## src/rtl/display_scan_pkg.sv

```systemverilog
// display_scan_pkg: shared types and constants for the 4-digit multiplexed
// seven-segment scanner (scan FSM states, digit index type, segment patterns).
// Segment patterns are active-high with bit 6 = a ... bit 0 = g.
package display_scan_pkg;

    // Width of the per-slot prescale counter (covers PRESCALE up to 65535)
    localparam int CNT_W = 16;

    // Per-slot scan state: BLANK on the first cycle of a slot, SHOW afterwards
    typedef enum logic [0:0] {
        ST_BLANK = 1'b0,
        ST_SHOW  = 1'b1
    } scan_state_e;

    // Index of the digit currently being scanned (0 = units of seconds)
    typedef logic [1:0] digit_idx_t;

    localparam logic [6:0] SEG_0    = 7'b1111110;
    localparam logic [6:0] SEG_1    = 7'b0110000;
    localparam logic [6:0] SEG_2    = 7'b1101101;
    localparam logic [6:0] SEG_3    = 7'b1111001;
    localparam logic [6:0] SEG_4    = 7'b0110011;
    localparam logic [6:0] SEG_5    = 7'b1011011;
    localparam logic [6:0] SEG_6    = 7'b1011111;
    localparam logic [6:0] SEG_7    = 7'b1110000;
    localparam logic [6:0] SEG_8    = 7'b1111111;
    localparam logic [6:0] SEG_9    = 7'b1111011;
    localparam logic [6:0] SEG_DASH = 7'b0000001;
    localparam logic [6:0] SEG_OFF  = 7'b0000000;

endpackage

```

## src/rtl/bcd_to_seg7.sv

```systemverilog
// bcd_to_seg7: combinational BCD to active-high seven-segment decoder.
// Codes 10..15 are not valid BCD and are shown as a dash.
module bcd_to_seg7
    import display_scan_pkg::*;
(
    input  logic [3:0] bcd_i,
    output logic [6:0] seg_o
);

    // Map each BCD code to its segment pattern
    always_comb begin
        seg_o = SEG_DASH;
        case (bcd_i)
            4'd0:    seg_o = SEG_0;
            4'd1:    seg_o = SEG_1;
            4'd2:    seg_o = SEG_2;
            4'd3:    seg_o = SEG_3;
            4'd4:    seg_o = SEG_4;
            4'd5:    seg_o = SEG_5;
            4'd6:    seg_o = SEG_6;
            4'd7:    seg_o = SEG_7;
            4'd8:    seg_o = SEG_8;
            4'd9:    seg_o = SEG_9;
            default: seg_o = SEG_DASH;
        endcase
    end

endmodule

```

## src/rtl/display_scan.sv

```systemverilog
// display_scan: time-multiplexed driver for a 4-digit seven-segment display.
// Each digit gets a slot of PRESCALE cycles; the first cycle of every slot is
// blanked to avoid ghosting. All four digits are captured together at the
// start of a frame so one frame always shows a coherent time value.
// Optional feature macro: DISPLAY_SCAN_LZB_EN (blank a leading zero on digit 3).
module display_scan
    import display_scan_pkg::*;
#(
    parameter int PRESCALE   = 4096,
    parameter bit ACTIVE_LOW = 1'b1
) (
    input  logic       clk,
    input  logic       clear,
    input  logic       en,
    input  logic [3:0] dig0,
    input  logic [3:0] dig1,
    input  logic [3:0] dig2,
    input  logic [3:0] dig3,
    output logic [6:0] seg,
    output logic [3:0] an
);

    localparam logic [CNT_W-1:0] CNT_LAST = CNT_W'(PRESCALE - 1);
    localparam logic [CNT_W-1:0] CNT_ZERO = {CNT_W{1'b0}};
    localparam logic [CNT_W-1:0] CNT_ONE  = CNT_W'(1);
    // Physical "off" levels depend on the drive polarity of the board
    localparam logic [6:0] SEG_IDLE = ACTIVE_LOW ? 7'b1111111 : 7'b0000000;
    localparam logic [3:0] AN_IDLE  = ACTIVE_LOW ? 4'b1111 : 4'b0000;

    logic [CNT_W-1:0]  cnt_q,   cnt_d;
    digit_idx_t        idx_q,   idx_d;
    scan_state_e       state_q, state_d;
    logic [3:0][3:0]   snap_q,  snap_d;
    logic [6:0]        seg_q,   seg_d;
    logic [3:0]        an_q,    an_d;
    logic [3:0]        cur_digit_s;
    logic [6:0]        dec_pat_s;
    logic [6:0]        lit_pat_s;
    logic [3:0]        lit_an_s;

    assign cur_digit_s = snap_q[idx_q];

    bcd_to_seg7 u_dec (
        .bcd_i (cur_digit_s),
        .seg_o (dec_pat_s)
    );

    // Slot counter, digit index, scan state and frame snapshot next-state
    always_comb begin
        cnt_d   = cnt_q;
        idx_d   = idx_q;
        snap_d  = snap_q;
        state_d = ST_BLANK;
        if (!en) begin
            cnt_d = CNT_ZERO;
            idx_d = 2'd0;
        end else if (cnt_q == CNT_LAST) begin
            cnt_d = CNT_ZERO;
            idx_d = idx_q + 2'd1;
        end else begin
            cnt_d = cnt_q + CNT_ONE;
            idx_d = idx_q;
        end
        if (cnt_d != CNT_ZERO) begin
            state_d = ST_SHOW;
        end else begin
            state_d = ST_BLANK;
        end
        // Capture only on the first cycle of a frame
        if (en && (cnt_q == CNT_ZERO) && (idx_q == 2'd0)) begin
            snap_d = {dig3, dig2, dig1, dig0};
        end else begin
            snap_d = snap_q;
        end
    end

    // Output pattern for the current scan state, then polarity applied
    always_comb begin
        lit_pat_s = SEG_OFF;
        lit_an_s  = 4'b0000;
        if (en && (state_q == ST_SHOW)) begin
            lit_an_s = 4'b0001 << idx_q;
`ifdef DISPLAY_SCAN_LZB_EN
            if ((idx_q == 2'd3) && (cur_digit_s == 4'd0)) begin
                lit_pat_s = SEG_OFF;
            end else begin
                lit_pat_s = dec_pat_s;
            end
`else
            lit_pat_s = dec_pat_s;
`endif
        end else begin
            lit_pat_s = SEG_OFF;
            lit_an_s  = 4'b0000;
        end
        seg_d = ACTIVE_LOW ? ~lit_pat_s : lit_pat_s;
        an_d  = ACTIVE_LOW ? ~lit_an_s  : lit_an_s;
    end

    // State, snapshot and registered outputs with synchronous clear
    always_ff @(posedge clk) begin
        if (clear) begin
            cnt_q   <= CNT_ZERO;
            idx_q   <= 2'd0;
            state_q <= ST_BLANK;
            snap_q  <= 16'h0000;
            seg_q   <= SEG_IDLE;
            an_q    <= AN_IDLE;
        end else begin
            cnt_q   <= cnt_d;
            idx_q   <= idx_d;
            state_q <= state_d;
            snap_q  <= snap_d;
            seg_q   <= seg_d;
            an_q    <= an_d;
        end
    end

    assign seg = seg_q;
    assign an  = an_q;

endmodule

```

## config.mk

```make
export PLATFORM = sky130hd
export DESIGN_NAME = display_scan
export DESIGN_NICKNAME = d
export VERILOG_FILES = /design/src/rtl/display_scan_pkg.sv /design/src/rtl/bcd_to_seg7.sv /design/src/rtl/display_scan.sv
export SDC_FILE = /design/constraint.sdc
export NUM_CORES = 1
export LEC_CHECK = 0
export CAP_MARGIN = 20
export CELL_PAD_IN_SITES_DETAIL_PLACEMENT = 1
export CELL_PAD_IN_SITES_GLOBAL_PLACEMENT = 1
export CORE_UTILIZATION = 38
export CTS_CLUSTER_SIZE = 40
export DETAILED_ROUTE_END_ITERATION = 8
export HOLD_SLACK_MARGIN = 0.12
export PLACE_DENSITY_LB_ADDON = 0.1
export SLEW_MARGIN = 20
export SYNTH_ARGS = -nofsm -noshare
export SYNTH_HDL_FRONTEND = slang
export SYNTH_SLANG_ARGS = --single-unit
```

## constraint.sdc

```tcl
create_clock -name clk -period 1.7 [get_ports clk]
set_input_delay 0.34 -clock clk [delete_from_list [all_inputs] [get_ports clk]]
set_output_delay 0.34 -clock clk [all_outputs]
set_load 0.01 [all_outputs]
```

==> impl_metrics.xml, run 1 <==
<?xml version="1.0" encoding="UTF-8"?>
<metrics>
  <group name="run_status">
    <metric name="outcome" unit="">finished with violations</metric>
    <metric name="failed_checks" unit="">negative setup slack</metric>
  </group>
  <group name="timing">
    <metric name="setup-violations-final" unit="">15</metric>
    <metric name="rsz_0062_raised_after_global_routing" unit="">true</metric>
    <metric name="fin_hold_ws" unit="ns">0.508</metric>
    <metric name="final-hold-violation-count" unit="">0</metric>
    <metric name="min_period_over_period" unit="">1.07</metric>
    <metric name="fin_worst_skew" unit="ns">0.0101</metric>
    <metric name="setup_ws" unit="ns">-0.127</metric>
    <metric name="final.min_clock_period" unit="ns">1.83</metric>
    <metric name="finalMaxSlewViolations" unit="">0</metric>
    <metric name="max-slew-margin-rel" unit="">0.710</metric>
    <metric name="worst_pin_slew" unit="ns">0.432</metric>
    <metric name="aggregate_negative_setup_slack" unit="ns">-0.818</metric>
    <metric name="max_freq" unit="MHz">547</metric>
  </group>
  <group name="place">
    <metric name="placed_cells_incl_taps" unit="">372</metric>
    <metric name="post-place-ws" unit="ns">-0.200</metric>
    <metric name="numPortBuffers" unit="">29</metric>
    <metric name="dp_hpwl" unit="um">4280</metric>
    <metric name="globalplace.congestion" unit="">0.749</metric>
  </group>
  <group name="detailed_routing">
    <metric name="routed_vias_inst" unit="">5.05</metric>
    <metric name="detailedRoute.firstIterationViolations" unit="">60</metric>
    <metric name="drt_pre_antenna_iters" unit="">4</metric>
    <metric name="drc" unit="">0</metric>
    <metric name="via_count" unit="">1988</metric>
    <metric name="detail-route-antenna-nets" unit="">0</metric>
    <metric name="wl_per_cell" unit="um">17.5</metric>
    <metric name="drt-total-wl" unit="um">6880</metric>
  </group>
  <group name="clock_tree">
    <metric name="cts-buffers-inserted" unit="">5</metric>
    <metric name="insertion_delay" unit="ns">0.31</metric>
    <metric name="cts-hold-fix-buffers" unit="">0</metric>
    <metric name="clkSinkCount" unit="">46</metric>
    <metric name="h-tree-depth" unit="">2</metric>
    <metric name="path_clk_slew" unit="ns">0.09</metric>
    <metric name="cts_root_buf" unit="">sky130_fd_sc_hd__clkbuf_8</metric>
    <metric name="tritoncts_clock_tree" unit="">built</metric>
    <metric name="cts-root-to-sink-buffers" unit="">2</metric>
  </group>
  <group name="grt">
    <metric name="grt.overflow.total" unit="">0</metric>
    <metric name="grt_util_met2" unit="">0.352</metric>
    <metric name="grt_util_met1" unit="">0.254</metric>
    <metric name="grt_max_degree" unit="">17</metric>
    <metric name="grt-busiest-layer" unit="">met2</metric>
    <metric name="grtUsageMet3" unit="">0.0279</metric>
    <metric name="grt_first_pass_wirelength" unit="um">9600</metric>
    <metric name="first_global_vias" unit="">2009</metric>
    <metric name="overall_fraction_of_global_route_tracks_in_use" unit="">0.204</metric>
    <metric name="antenna_found_initial" unit="">0</metric>
  </group>
  <group name="die">
    <metric name="std_cell_rows" unit="">27</metric>
    <metric name="floorplan.die.height" unit="um">78.7</metric>
    <metric name="die_area" unit="sq um">6190</metric>
    <metric name="start_util" unit="">0.401</metric>
    <metric name="boundaryPins" unit="">30</metric>
    <metric name="core_area" unit="sq um">5570</metric>
    <metric name="floorplan.die.width" unit="um">78.7</metric>
  </group>
  <group name="worst_setup_path">
    <metric name="critical_path_peak_fanout" unit="">4</metric>
    <metric name="critical_path.startpoint" unit="">cnt_q[0]$_SDFF_PP0_</metric>
    <metric name="worst_r2r_path_depth" unit="">8</metric>
    <metric name="crit_required" unit="ns">1.89</metric>
    <metric name="ff2ff_setup_slack" unit="ns">-0.13</metric>
    <metric name="arrival" unit="ns">2.02</metric>
    <metric name="regToRegStartpoint" unit="">cnt_q[0]$_SDFF_PP0_</metric>
    <metric name="crit_path_end_kind" unit="">flip-flop</metric>
    <metric name="rr_endpoint" unit="">state_q$_SDFF_PP0_</metric>
    <metric name="worstSetupEndpoint" unit="">state_q$_SDFF_PP0_</metric>
    <metric name="timing_worst_setup_path_type" unit="">flip-flop to flip-flop</metric>
    <metric name="worst_setup_path_start_kind" unit="">flip-flop</metric>
  </group>
  <group name="synth">
    <metric name="synth_top_cells_by_area" unit="">sky130_fd_sc_hd__dfxtp_1 41%, sky130_fd_sc_hd__mux2i_1 9.0%, sky130_fd_sc_hd__nor2_1 6.9%</metric>
    <metric name="synth.avg_cell_area" unit="sq um">9.47</metric>
    <metric name="xor_and_xnor_area_share_after_synthesis" unit="">0.0627</metric>
    <metric name="synth.cell_area" unit="sq um">2230</metric>
    <metric name="syn_inst" unit="">236</metric>
    <metric name="yosys_register_bits" unit="">46</metric>
    <metric name="post_synth_mux_area_share" unit="">0.130</metric>
    <metric name="synth_sequential_area_ratio" unit="">0.412</metric>
    <metric name="synth_top_area_cell" unit="">sky130_fd_sc_hd__dfxtp_1</metric>
    <metric name="synth_largest_type_area_fraction" unit="">0.412</metric>
    <metric name="largest_family_of_logic_cells_by_synthesized_area" unit="">simple AND/OR/NAND/NOR gates</metric>
    <metric name="synth_compound_area_frac" unit="">0.0526</metric>
    <metric name="syn-num-nets" unit="">267</metric>
    <metric name="synth_fa_ha_area_frac" unit="">0.0672</metric>
    <metric name="yosys_warnings" unit="">0</metric>
    <metric name="yosys.area_share.simple" unit="">0.218</metric>
    <metric name="synth_cell_types" unit="">43</metric>
  </group>
  <group name="final_layout">
    <metric name="syn2layout_area_growth" unit="%">52.5</metric>
    <metric name="diodes" unit="">0</metric>
    <metric name="num-nets-final" unit="">354</metric>
    <metric name="final_instance_count_excl_fillers" unit="">394</metric>
    <metric name="layout.filler_cells" unit="">617</metric>
    <metric name="fraction_of_final_layout_cells_sized_beyond_drive_strength_1" unit="">0.382</metric>
    <metric name="fin_util" unit="">0.611</metric>
  </group>
  <group name="job">
    <metric name="max_cap_viol_count" unit="">0</metric>
  </group>
  <group name="pwr">
    <metric name="power-per-cell-area" unit="nW/um^2">629</metric>
    <metric name="max-vdd-ir-drop" unit="mV">0.481</metric>
    <metric name="p_leak" unit="uW">0.00138</metric>
  </group>
  <group name="worst_hold_path">
    <metric name="hold_class" unit="">flip-flop to flip-flop</metric>
  </group>
</metrics>
-- stage by stage --
| step | area [sq um] | total power (uW) |
|---|---|---|
| floorplan | 2260 | 1280 |
| global placement | 2930 | 1390 |
| detailed placement | 2930 | 1400 |
| CTS | 3140 | 2100 |
| global route | 3410 | 2200 |
| finish | 3410 | 2140 |
-- sequential cells by signal, summed over array words and instances (netlist names) --
signal and count:
cnt_q 16, snap_q 16, seg 7, an 4, idx_q 2, state_q 1
-- cells in the final DEF, fill, tap and decap left out, types with 3 or more instances in the layout --
cell type / instances
sky130_fd_sc_hd__buf_4: 49
sky130_fd_sc_hd__dfxtp_1: 39
sky130_fd_sc_hd__nor2_1: 29
sky130_fd_sc_hd__clkdlybuf4s50_1: 28
sky130_fd_sc_hd__mux2i_1: 18
sky130_fd_sc_hd__nand2_1: 16
sky130_fd_sc_hd__buf_6: 11
sky130_fd_sc_hd__nor2_4: 10
sky130_fd_sc_hd__xor2_1: 10
sky130_fd_sc_hd__inv_1: 9
sky130_fd_sc_hd__nand3_1: 7
sky130_fd_sc_hd__ha_4: 6
sky130_fd_sc_hd__ha_1: 6
sky130_fd_sc_hd__clkbuf_8: 6
sky130_fd_sc_hd__nand4_1: 5
sky130_fd_sc_hd__o21ai_1: 5
sky130_fd_sc_hd__xnor2_1: 5
sky130_fd_sc_hd__dfxtp_2: 5
sky130_fd_sc_hd__mux4_2: 4
sky130_fd_sc_hd__nor3_1: 4
sky130_fd_sc_hd__nor3_2: 3
sky130_fd_sc_hd__a21oi_2: 3
-- critical path: stages, from the launching register on --
cell and delay [ns]:
sky130_fd_sc_hd__dfxtp_4 0.38, sky130_fd_sc_hd__ha_4 0.15, sky130_fd_sc_hd__nand4_1 0.18, sky130_fd_sc_hd__buf_4 0.21, sky130_fd_sc_hd__nor2_4 0.14, sky130_fd_sc_hd__and3_4 0.22
sky130_fd_sc_hd__or2_4 0.17, sky130_fd_sc_hd__o32a_1 0.19, sky130_fd_sc_hd__o21ai_2 0.07
-- where the power goes --
part | internal (uW) | total [uW] | switching, uW
clock | 315 | 693 | 378
sequential | 1110 | 1130 | 19.1
combinational | 177 | 323 | 145
-- per-layer routing --
layer | wire, um | vias to the layer above
li1 | - | 968
met2 | 3600 | 30
met1 | 3070 | 984
met5 | 0 | -
met4 | 78 | 0
met3 | 129 | 6
-- kinds of logic (layout without fill, tap and decap cells) --
| logic type | count (synthesis) | in the layout |
|---|---|---|
| AND/OR/NAND/NOR | 95 | 95 |
| flip-flops | 46 | 46 |
| multiplexers | 24 | 24 |
| buffers and inverters | 24 | 110 |
| AO/OA/AOI/OAI | 19 | 19 |
| XOR/XNOR | 16 | 16 |
| adder cells (fa/ha/maj) | 12 | 12 |
-- worst min-delay path by stage --
stage	from	endpoint	slack, ns	cells after the start
finish	snap_q[5]$_SDFFE_PP0P_	snap_q[5]$_SDFFE_PP0P_	0.51	2
global route	snap_q[4]$_SDFFE_PP0P_	snap_q[4]$_SDFFE_PP0P_	0.53	2
CTS	snap_q[5]$_SDFFE_PP0P_	snap_q[5]$_SDFFE_PP0P_	0.51	2
detailed placement	snap_q[4]$_SDFFE_PP0P_	snap_q[4]$_SDFFE_PP0P_	0.49	2
global placement	snap_q[13]$_SDFFE_PP0P_	snap_q[13]$_SDFFE_PP0P_	0.47	2
floorplan	cnt_q[0]$_SDFF_PP0_	cnt_q[0]$_SDFF_PP0_	0.45	1
-- cell usage after synthesis (all sizes together) --
| cell type | number |
|---|---|
| and4 | 2 |
| nand3 | 8 |
| o22ai | 1 |
| nor3 | 7 |
| nor2 | 41 |
| a21oi | 5 |
| o31ai | 1 |
| mux4 | 4 |
| dfxtp | 46 |
| nand4 | 6 |
| nand2b | 1 |
| buf | 9 |
| or2 | 1 |
| xor2 | 10 |
| nor3b | 2 |
| a32oi | 1 |
| a31oi | 2 |
| a211o | 1 |
| xnor2 | 6 |
| nand2 | 16 |
| o21ai | 7 |
| and3 | 3 |
| mux2i | 20 |
| nor4 | 2 |
| or3 | 2 |
| ha | 12 |
| nand3b | 1 |
| and2 | 3 |
| inv | 12 |
| clkbuf | 3 |
| o32a | 1 |
-- cell type report --
class                   instances  area, sq um  area share
multi-input cells             166         1400       0.410
inverters                      12         50.0      0.0147
flip-flops and latches         46          935       0.274
clock buffers                   6         82.6      0.0242
well taps                      72         90.1      0.0264
repair buffers                 92          855       0.251
-- timing repair --
item,CTS,global route
endpoints found under the setup margin,24,37
cloned,1,1
gates resized for setup,17,55
buffers inserted,7,8
pin swaps,5,20
Power figures use the tool's default switching activity.
==> inputs of run 2 (changes only) <==
Settings changed: SETUP_SLACK_MARGIN set to 0.3.
==> run 2 against run 1 <==
Compared with the run above: the run now ends clean; final area shrank 2.9%; non-clock buffer count shrank 14; combinational power is essentially flat; critical endpoint unchanged.
==> impl_metrics.xml, run 2 (synthesis results as in run 1) <==
<?xml version="1.0" encoding="UTF-8"?>
<metrics>
  <group name="timing">
    <metric name="aggregate_negative_setup_slack" unit="ns">0</metric>
    <metric name="finalMaxSlewViolations" unit="">0</metric>
    <metric name="max-slew-margin-rel" unit="">0.724</metric>
    <metric name="min_period_over_period" unit="">0.991</metric>
    <metric name="final-hold-violation-count" unit="">0</metric>
    <metric name="worst_pin_slew" unit="ns">0.411</metric>
    <metric name="rsz_0062_raised_after_global_routing" unit="">true</metric>
    <metric name="setup-violations-final" unit="">0</metric>
    <metric name="max_freq" unit="MHz">594</metric>
    <metric name="fin_worst_skew" unit="ns">0.00812</metric>
    <metric name="setup_ws" unit="ns">0.0151</metric>
    <metric name="final.min_clock_period" unit="ns">1.68</metric>
  </group>
  <group name="clock_tree">
    <metric name="cts-hold-fix-buffers" unit="">0</metric>
    <metric name="cts-root-to-sink-buffers" unit="">2</metric>
    <metric name="h-tree-depth" unit="">2</metric>
    <metric name="path_clk_slew" unit="ns">0.09</metric>
    <metric name="tritoncts_clock_tree" unit="">built</metric>
    <metric name="clkSinkCount" unit="">46</metric>
    <metric name="insertion_delay" unit="ns">0.31</metric>
    <metric name="cts_root_buf" unit="">sky130_fd_sc_hd__clkbuf_8</metric>
    <metric name="cts-buffers-inserted" unit="">5</metric>
  </group>
  <group name="detailed_routing">
    <metric name="drt_pre_antenna_iters" unit="">4</metric>
    <metric name="wl_per_cell" unit="um">15.2</metric>
    <metric name="via_count" unit="">1929</metric>
    <metric name="drc" unit="">0</metric>
    <metric name="detailedRoute.firstIterationViolations" unit="">47</metric>
    <metric name="routed_vias_inst" unit="">5.05</metric>
    <metric name="detail-route-antenna-nets" unit="">0</metric>
    <metric name="drt-total-wl" unit="um">5800</metric>
  </group>
  <group name="final_layout">
    <metric name="final_cell_mix" unit="">40 x sky130_fd_sc_hd__dfxtp_1, 37 x sky130_fd_sc_hd__nor2_1, 31 x sky130_fd_sc_hd__buf_4</metric>
    <metric name="final_instance_count_excl_fillers" unit="">382</metric>
    <metric name="seq_area" unit="sq um">931</metric>
    <metric name="most_common_cell_after_layout_fill_and_taps_aside" unit="">sky130_fd_sc_hd__dfxtp_1</metric>
    <metric name="fraction_of_final_layout_cells_sized_beyond_drive_strength_1" unit="">0.361</metric>
    <metric name="multi_input_logic_area" unit="sq um">1400</metric>
    <metric name="num-nets-final" unit="">340</metric>
    <metric name="fin_util" unit="">0.594</metric>
    <metric name="layout.filler_cells" unit="">631</metric>
    <metric name="syn2layout_area_growth" unit="%">48.2</metric>
    <metric name="diodes" unit="">0</metric>
  </group>
  <group name="worst_setup_path">
    <metric name="crit_required" unit="ns">1.94</metric>
    <metric name="timing_worst_setup_path_type" unit="">flip-flop to flip-flop</metric>
    <metric name="critical_path_peak_fanout" unit="">5</metric>
    <metric name="worst_setup_path_start_kind" unit="">flip-flop</metric>
    <metric name="arrival" unit="ns">1.93</metric>
    <metric name="crit_path_end_kind" unit="">flip-flop</metric>
  </group>
  <group name="run_status">
    <metric name="outcome" unit="">complete, no violations</metric>
  </group>
  <group name="grt">
    <metric name="grt.overflow.total" unit="">0</metric>
    <metric name="grt_first_pass_wirelength" unit="um">9220</metric>
    <metric name="grt-busiest-layer" unit="">met2</metric>
    <metric name="overall_fraction_of_global_route_tracks_in_use" unit="">0.196</metric>
    <metric name="antenna_found_initial" unit="">0</metric>
    <metric name="first_global_vias" unit="">1973</metric>
    <metric name="grt_util_met1" unit="">0.233</metric>
    <metric name="grt_util_met2" unit="">0.351</metric>
    <metric name="grtUsageMet3" unit="">0.0349</metric>
    <metric name="grt_max_degree" unit="">17</metric>
  </group>
  <group name="die">
    <metric name="std_cell_rows" unit="">27</metric>
    <metric name="core_area" unit="sq um">5570</metric>
    <metric name="floorplan.die.width" unit="um">78.7</metric>
    <metric name="die_area" unit="sq um">6190</metric>
    <metric name="start_util" unit="">0.401</metric>
    <metric name="boundaryPins" unit="">30</metric>
    <metric name="floorplan.die.height" unit="um">78.7</metric>
  </group>
  <group name="pwr">
    <metric name="max-vdd-ir-drop" unit="mV">0.376</metric>
    <metric name="p_leak" unit="uW">0.00130</metric>
    <metric name="power-per-cell-area" unit="nW/um^2">657</metric>
    <metric name="p_total" unit="uW">2180</metric>
  </group>
  <group name="place">
    <metric name="post-place-ws" unit="ns">-0.161</metric>
    <metric name="numPortBuffers" unit="">29</metric>
    <metric name="globalplace.congestion" unit="">0.765</metric>
    <metric name="dp_hpwl" unit="um">3910</metric>
    <metric name="placed_cells_incl_taps" unit="">363</metric>
  </group>
  <group name="worst_hold_path">
    <metric name="hold_class" unit="">flip-flop to flip-flop</metric>
  </group>
  <group name="job">
    <metric name="max_cap_viol_count" unit="">0</metric>
  </group>
</metrics>
run 2: cell types whose count changed in the layout (fill, tap and decap cells not counted), moves of 3 or more:
cell and delta:
sky130_fd_sc_hd__dlygate4sd2_1 +11, sky130_fd_sc_hd__nor2_4 -9, sky130_fd_sc_hd__nor2_1 +8, sky130_fd_sc_hd__inv_1 -5
sky130_fd_sc_hd__buf_4 -18, sky130_fd_sc_hd__buf_6 +5, sky130_fd_sc_hd__inv_4 +3, sky130_fd_sc_hd__clkdlybuf4s50_1 -10
run 2: layout make-up:
type	instances	share of cell area
sequential	46	0.281
timing repair buffer	78	0.222
clock buffer	6	0.0249
tap	72	0.0272
clock inverter	2	0.00378
inverter	12	0.0174
multi-input combinational	166	0.424
run 2: metrics by stage:
step	hold slack, ns	cell area, sq um
2_1_floorplan	0.443	2330
3_3_place_gp	0.470	2910
3_5_place_dp	0.486	2910
4_1_cts	0.509	3190
5_1_grt	0.542	3310
6_report	0.502	3310
run 2: critical path, cell delays in order, from the launching register on:
cell,delay [ns]
sky130_fd_sc_hd__dfxtp_2,0.35
sky130_fd_sc_hd__ha_4,0.17
sky130_fd_sc_hd__nand4_1,0.09
sky130_fd_sc_hd__buf_6,0.14
sky130_fd_sc_hd__nor2_4,0.06
sky130_fd_sc_hd__and3_4,0.16
sky130_fd_sc_hd__or2_4,0.24
sky130_fd_sc_hd__o32a_1,0.36
sky130_fd_sc_hd__o21ai_2,0.06
run 2: what timing repair did:
action / 4_1_cts / 5_1_grt
gates resized for setup: 47 / 23
setup buffers: 6 / 4
pin swaps: 14 / 11
endpoints found under the setup margin: 52 / 43
gates cloned: 1 / 0
run 2: power breakdown:
part | switching (uW) | internal (uW)
sequential | 17.9 | 1110
clock | 396 | 328
combinational | 144 | 182
total | 558 | 1620
run 2: path summary, 6_finish.rpt:
kind	start	to	depth (start not counted)	slack, ns
worst max-delay path	cnt_q[0]$_SDFF_PP0_	state_q$_SDFF_PP0_	8	0.02
worst min-delay path	snap_q[12]$_SDFFE_PP0P_	snap_q[12]$_SDFFE_PP0P_	2	0.50
worst max register to register	cnt_q[0]$_SDFF_PP0_	state_q$_SDFF_PP0_	8	0.02
worst min register to register	snap_q[12]$_SDFFE_PP0P_	snap_q[12]$_SDFFE_PP0P_	2	0.50
run 2: routing by layer:
metal,part of all wire,wire length [um]
met4,0.013,78
met3,0.027,155
met1,0.45,2620
met5,0,0
met2,0.51,2950
==> inputs of run 3 (changes only) <==
Settings changed: MAX_ROUTING_LAYER set to met4, SKIP_CTS_REPAIR_TIMING set to 1.
==> run 3 against run 2 <==
Compared with the run above: die area stayed put; clock power is 0.8% lower; clock skew hardly changed; clock-buffer cell count stayed put; wire length is 6.0% higher; first-iteration DRC count is 2.1% lower; non-clock buffer count is 1 higher; global-route usage is 1.2 points lower; critical path type unchanged; largest cell class unchanged.
==> impl_metrics.xml, run 3 (synthesis results as in run 1) <==
<?xml version="1.0" encoding="UTF-8"?>
<metrics>
  <group name="worst_setup_path">
    <metric name="regToRegStartpoint" unit="">cnt_q[0]$_SDFF_PP0_</metric>
    <metric name="cp_top_family" unit="">buffers and inverters</metric>
    <metric name="crit_path_end_kind" unit="">flip-flop</metric>
    <metric name="worstPathCellList" unit="">buf_6 &gt; buf_6 &gt; inv_4 &gt; ha_4 &gt; nand2_4 &gt; nor3_4 &gt; nand4_4 &gt; clkbuf_16 &gt; mux2i_1 &gt; nor2_1</metric>
    <metric name="critical_path.startpoint" unit="">cnt_q[0]$_SDFF_PP0_</metric>
    <metric name="arrival" unit="ns">1.90</metric>
    <metric name="worst_path_max_delay_cell" unit="">sky130_fd_sc_hd__dfxtp_2</metric>
    <metric name="worst_setup_path_start_kind" unit="">flip-flop</metric>
    <metric name="critical_path_peak_fanout" unit="">8</metric>
    <metric name="worst-path-buf-inv" unit="">4</metric>
    <metric name="crit_required" unit="ns">1.91</metric>
    <metric name="cp_slowest_stage_delay" unit="ns">0.35</metric>
    <metric name="timing_worst_setup_path_type" unit="">flip-flop to flip-flop</metric>
    <metric name="timing.critical_path.mode_cell" unit="">sky130_fd_sc_hd__buf_6</metric>
  </group>
  <group name="worst_hold_path">
    <metric name="hold_path_startpoint" unit="">snap_q[8]$_SDFFE_PP0P_</metric>
    <metric name="hold_class" unit="">flip-flop to flip-flop</metric>
  </group>
  <group name="clock_tree">
    <metric name="clkSinkCount" unit="">46</metric>
    <metric name="path_clk_slew" unit="ns">0.09</metric>
    <metric name="h-tree-depth" unit="">2</metric>
    <metric name="tritoncts_clock_tree" unit="">built</metric>
    <metric name="cts-root-to-sink-buffers" unit="">2</metric>
    <metric name="cts-buffers-inserted" unit="">5</metric>
    <metric name="cts_root_buf" unit="">sky130_fd_sc_hd__clkbuf_8</metric>
    <metric name="insertion_delay" unit="ns">0.31</metric>
  </group>
  <group name="grt">
    <metric name="grt.overflow.total" unit="">0</metric>
    <metric name="overall_fraction_of_global_route_tracks_in_use" unit="">0.184</metric>
    <metric name="antenna_found_initial" unit="">0</metric>
    <metric name="grt_max_degree" unit="">17</metric>
    <metric name="grt_first_pass_wirelength" unit="um">8490</metric>
    <metric name="first_global_vias" unit="">1889</metric>
  </group>
  <group name="timing">
    <metric name="final-hold-violation-count" unit="">0</metric>
    <metric name="max_freq" unit="MHz">589</metric>
    <metric name="aggregate_negative_setup_slack" unit="ns">0</metric>
    <metric name="finalMaxSlewViolations" unit="">0</metric>
    <metric name="rsz_0062_raised_after_global_routing" unit="">true</metric>
    <metric name="fin_worst_skew" unit="ns">0.00792</metric>
    <metric name="worst_pin_slew" unit="ns">0.407</metric>
    <metric name="max-slew-margin-rel" unit="">0.727</metric>
    <metric name="final.min_clock_period" unit="ns">1.70</metric>
    <metric name="setup-violations-final" unit="">0</metric>
    <metric name="min_period_over_period" unit="">0.999</metric>
  </group>
  <group name="die">
    <metric name="die_area" unit="sq um">6190</metric>
    <metric name="boundaryPins" unit="">30</metric>
    <metric name="floorplan.die.height" unit="um">78.7</metric>
    <metric name="start_util" unit="">0.401</metric>
    <metric name="floorplan.die.width" unit="um">78.7</metric>
    <metric name="std_cell_rows" unit="">27</metric>
    <metric name="core_area" unit="sq um">5570</metric>
  </group>
  <group name="final_layout">
    <metric name="fraction_of_final_layout_cells_sized_beyond_drive_strength_1" unit="">0.379</metric>
    <metric name="most_common_cell_after_layout_fill_and_taps_aside" unit="">sky130_fd_sc_hd__dfxtp_1</metric>
    <metric name="final_instance_count_excl_fillers" unit="">383</metric>
    <metric name="syn2layout_area_growth" unit="%">53.0</metric>
    <metric name="layout.filler_cells" unit="">609</metric>
    <metric name="diodes" unit="">0</metric>
    <metric name="final_cell_mix" unit="">39 x sky130_fd_sc_hd__dfxtp_1, 33 x sky130_fd_sc_hd__nor2_1, 29 x sky130_fd_sc_hd__buf_4</metric>
    <metric name="num-nets-final" unit="">341</metric>
  </group>
  <group name="job">
    <metric name="max_cap_viol_count" unit="">0</metric>
  </group>
  <group name="place">
    <metric name="placed_cells_incl_taps" unit="">363</metric>
    <metric name="globalplace.congestion" unit="">0.776</metric>
    <metric name="dp_hpwl" unit="um">3910</metric>
    <metric name="numPortBuffers" unit="">29</metric>
  </group>
  <group name="detailed_routing">
    <metric name="drt_pre_antenna_iters" unit="">4</metric>
    <metric name="drc" unit="">0</metric>
    <metric name="routed_vias_inst" unit="">5.10</metric>
    <metric name="dr.max_layer_used" unit="">met4</metric>
    <metric name="via_count" unit="">1955</metric>
    <metric name="detailedRoute.firstIterationViolations" unit="">46</metric>
    <metric name="detail-route-antenna-nets" unit="">0</metric>
    <metric name="wl_met1" unit="um">2730</metric>
    <metric name="wl_per_cell" unit="um">16.1</metric>
    <metric name="dr_wl_met3" unit="um">123</metric>
    <metric name="wl_met2" unit="um">3220</metric>
    <metric name="drt-total-wl" unit="um">6150</metric>
  </group>
  <group name="pwr">
    <metric name="max-vdd-ir-drop" unit="mV">0.372</metric>
    <metric name="power-per-cell-area" unit="nW/um^2">638</metric>
    <metric name="p_leak" unit="uW">0.00137</metric>
  </group>
  <group name="run_status">
    <metric name="outcome" unit="">complete, no violations</metric>
  </group>
</metrics>
[run 3: cell types whose count changed in the layout (fill, tap and decap cells not counted), moves of 3 or more]
cell | before | now
sky130_fd_sc_hd__dlygate4sd2_1 | 11 | 0
sky130_fd_sc_hd__nand2_1 | 14 | 11
sky130_fd_sc_hd__dlymetal6s2s_1 | 0 | 11
sky130_fd_sc_hd__nor2_4 | 1 | 4
sky130_fd_sc_hd__nor2_1 | 37 | 33
[run 3: path summary, 6_finish.rpt]
check | end | slack (ns) | cells after the start
worst max-delay path | snap_q[3]$_SDFFE_PP0P_ | 0.002 | 10
worst min-delay path | snap_q[8]$_SDFFE_PP0P_ | 0.51 | 2
worst max register to register | snap_q[3]$_SDFFE_PP0P_ | 0.002 | 10
worst min register to register | snap_q[8]$_SDFFE_PP0P_ | 0.51 | 2
[run 3: final cells by class]
| type | instances | area [sq um] | area share |
|---|---|---|---|
| Clock buffer | 6 | 82.6 | 0.0242 |
| Clock inverter | 2 | 12.5 | 0.00366 |
| Inverter | 12 | 55.1 | 0.0161 |
| Multi-Input combinational cell | 166 | 1450 | 0.423 |
| Sequential cell | 46 | 932 | 0.273 |
| Tap cell | 72 | 90.1 | 0.0264 |
| Timing Repair Buffer | 79 | 798 | 0.234 |
[run 3: metal layers]
layer  GRT usage  vias up
met5           -        -
met1       0.222      978
met2       0.304       22
met3      0.0349        6
li1            -      949
met4      0.0667        0
[run 3: where the power goes]
| group | internal, uW | switching, uW |
|---|---|---|
| clock network | 327 | 390 |
| registers | 1110 | 17.6 |
| logic | 188 | 149 |
| total | 1630 | 557 |
[run 3: worst reg2reg max path, cell delays in order (launching register included)]
cell	delay [ns]
sky130_fd_sc_hd__dfxtp_2	0.35
sky130_fd_sc_hd__buf_6	0.12
sky130_fd_sc_hd__buf_6	0.12
sky130_fd_sc_hd__inv_4	0.05
sky130_fd_sc_hd__ha_4	0.13
sky130_fd_sc_hd__nand2_4	0.05
sky130_fd_sc_hd__nor3_4	0.21
sky130_fd_sc_hd__nand4_4	0.15
sky130_fd_sc_hd__clkbuf_16	0.22
sky130_fd_sc_hd__mux2i_1	0.15
sky130_fd_sc_hd__nor2_1	0.07
[run 3: metrics by stage]
step / setup WS, ns / instance area [sq um] / total power (uW) / hold WS (ns) / utilization
floorplan: 0.0478 / 2330 / 1300 / 0.443 / -
global placement: -0.145 / 2910 / 1410 / 0.470 / 0.521
detailed placement: -0.161 / 2910 / 1420 / 0.486 / 0.521
CTS: -0.0526 / 3000 / 2130 / 0.509 / 0.538
global route: -0.0807 / 3420 / 2260 / 0.535 / 0.613
finish: 0.00222 / 3420 / 2180 / 0.505 / 0.613
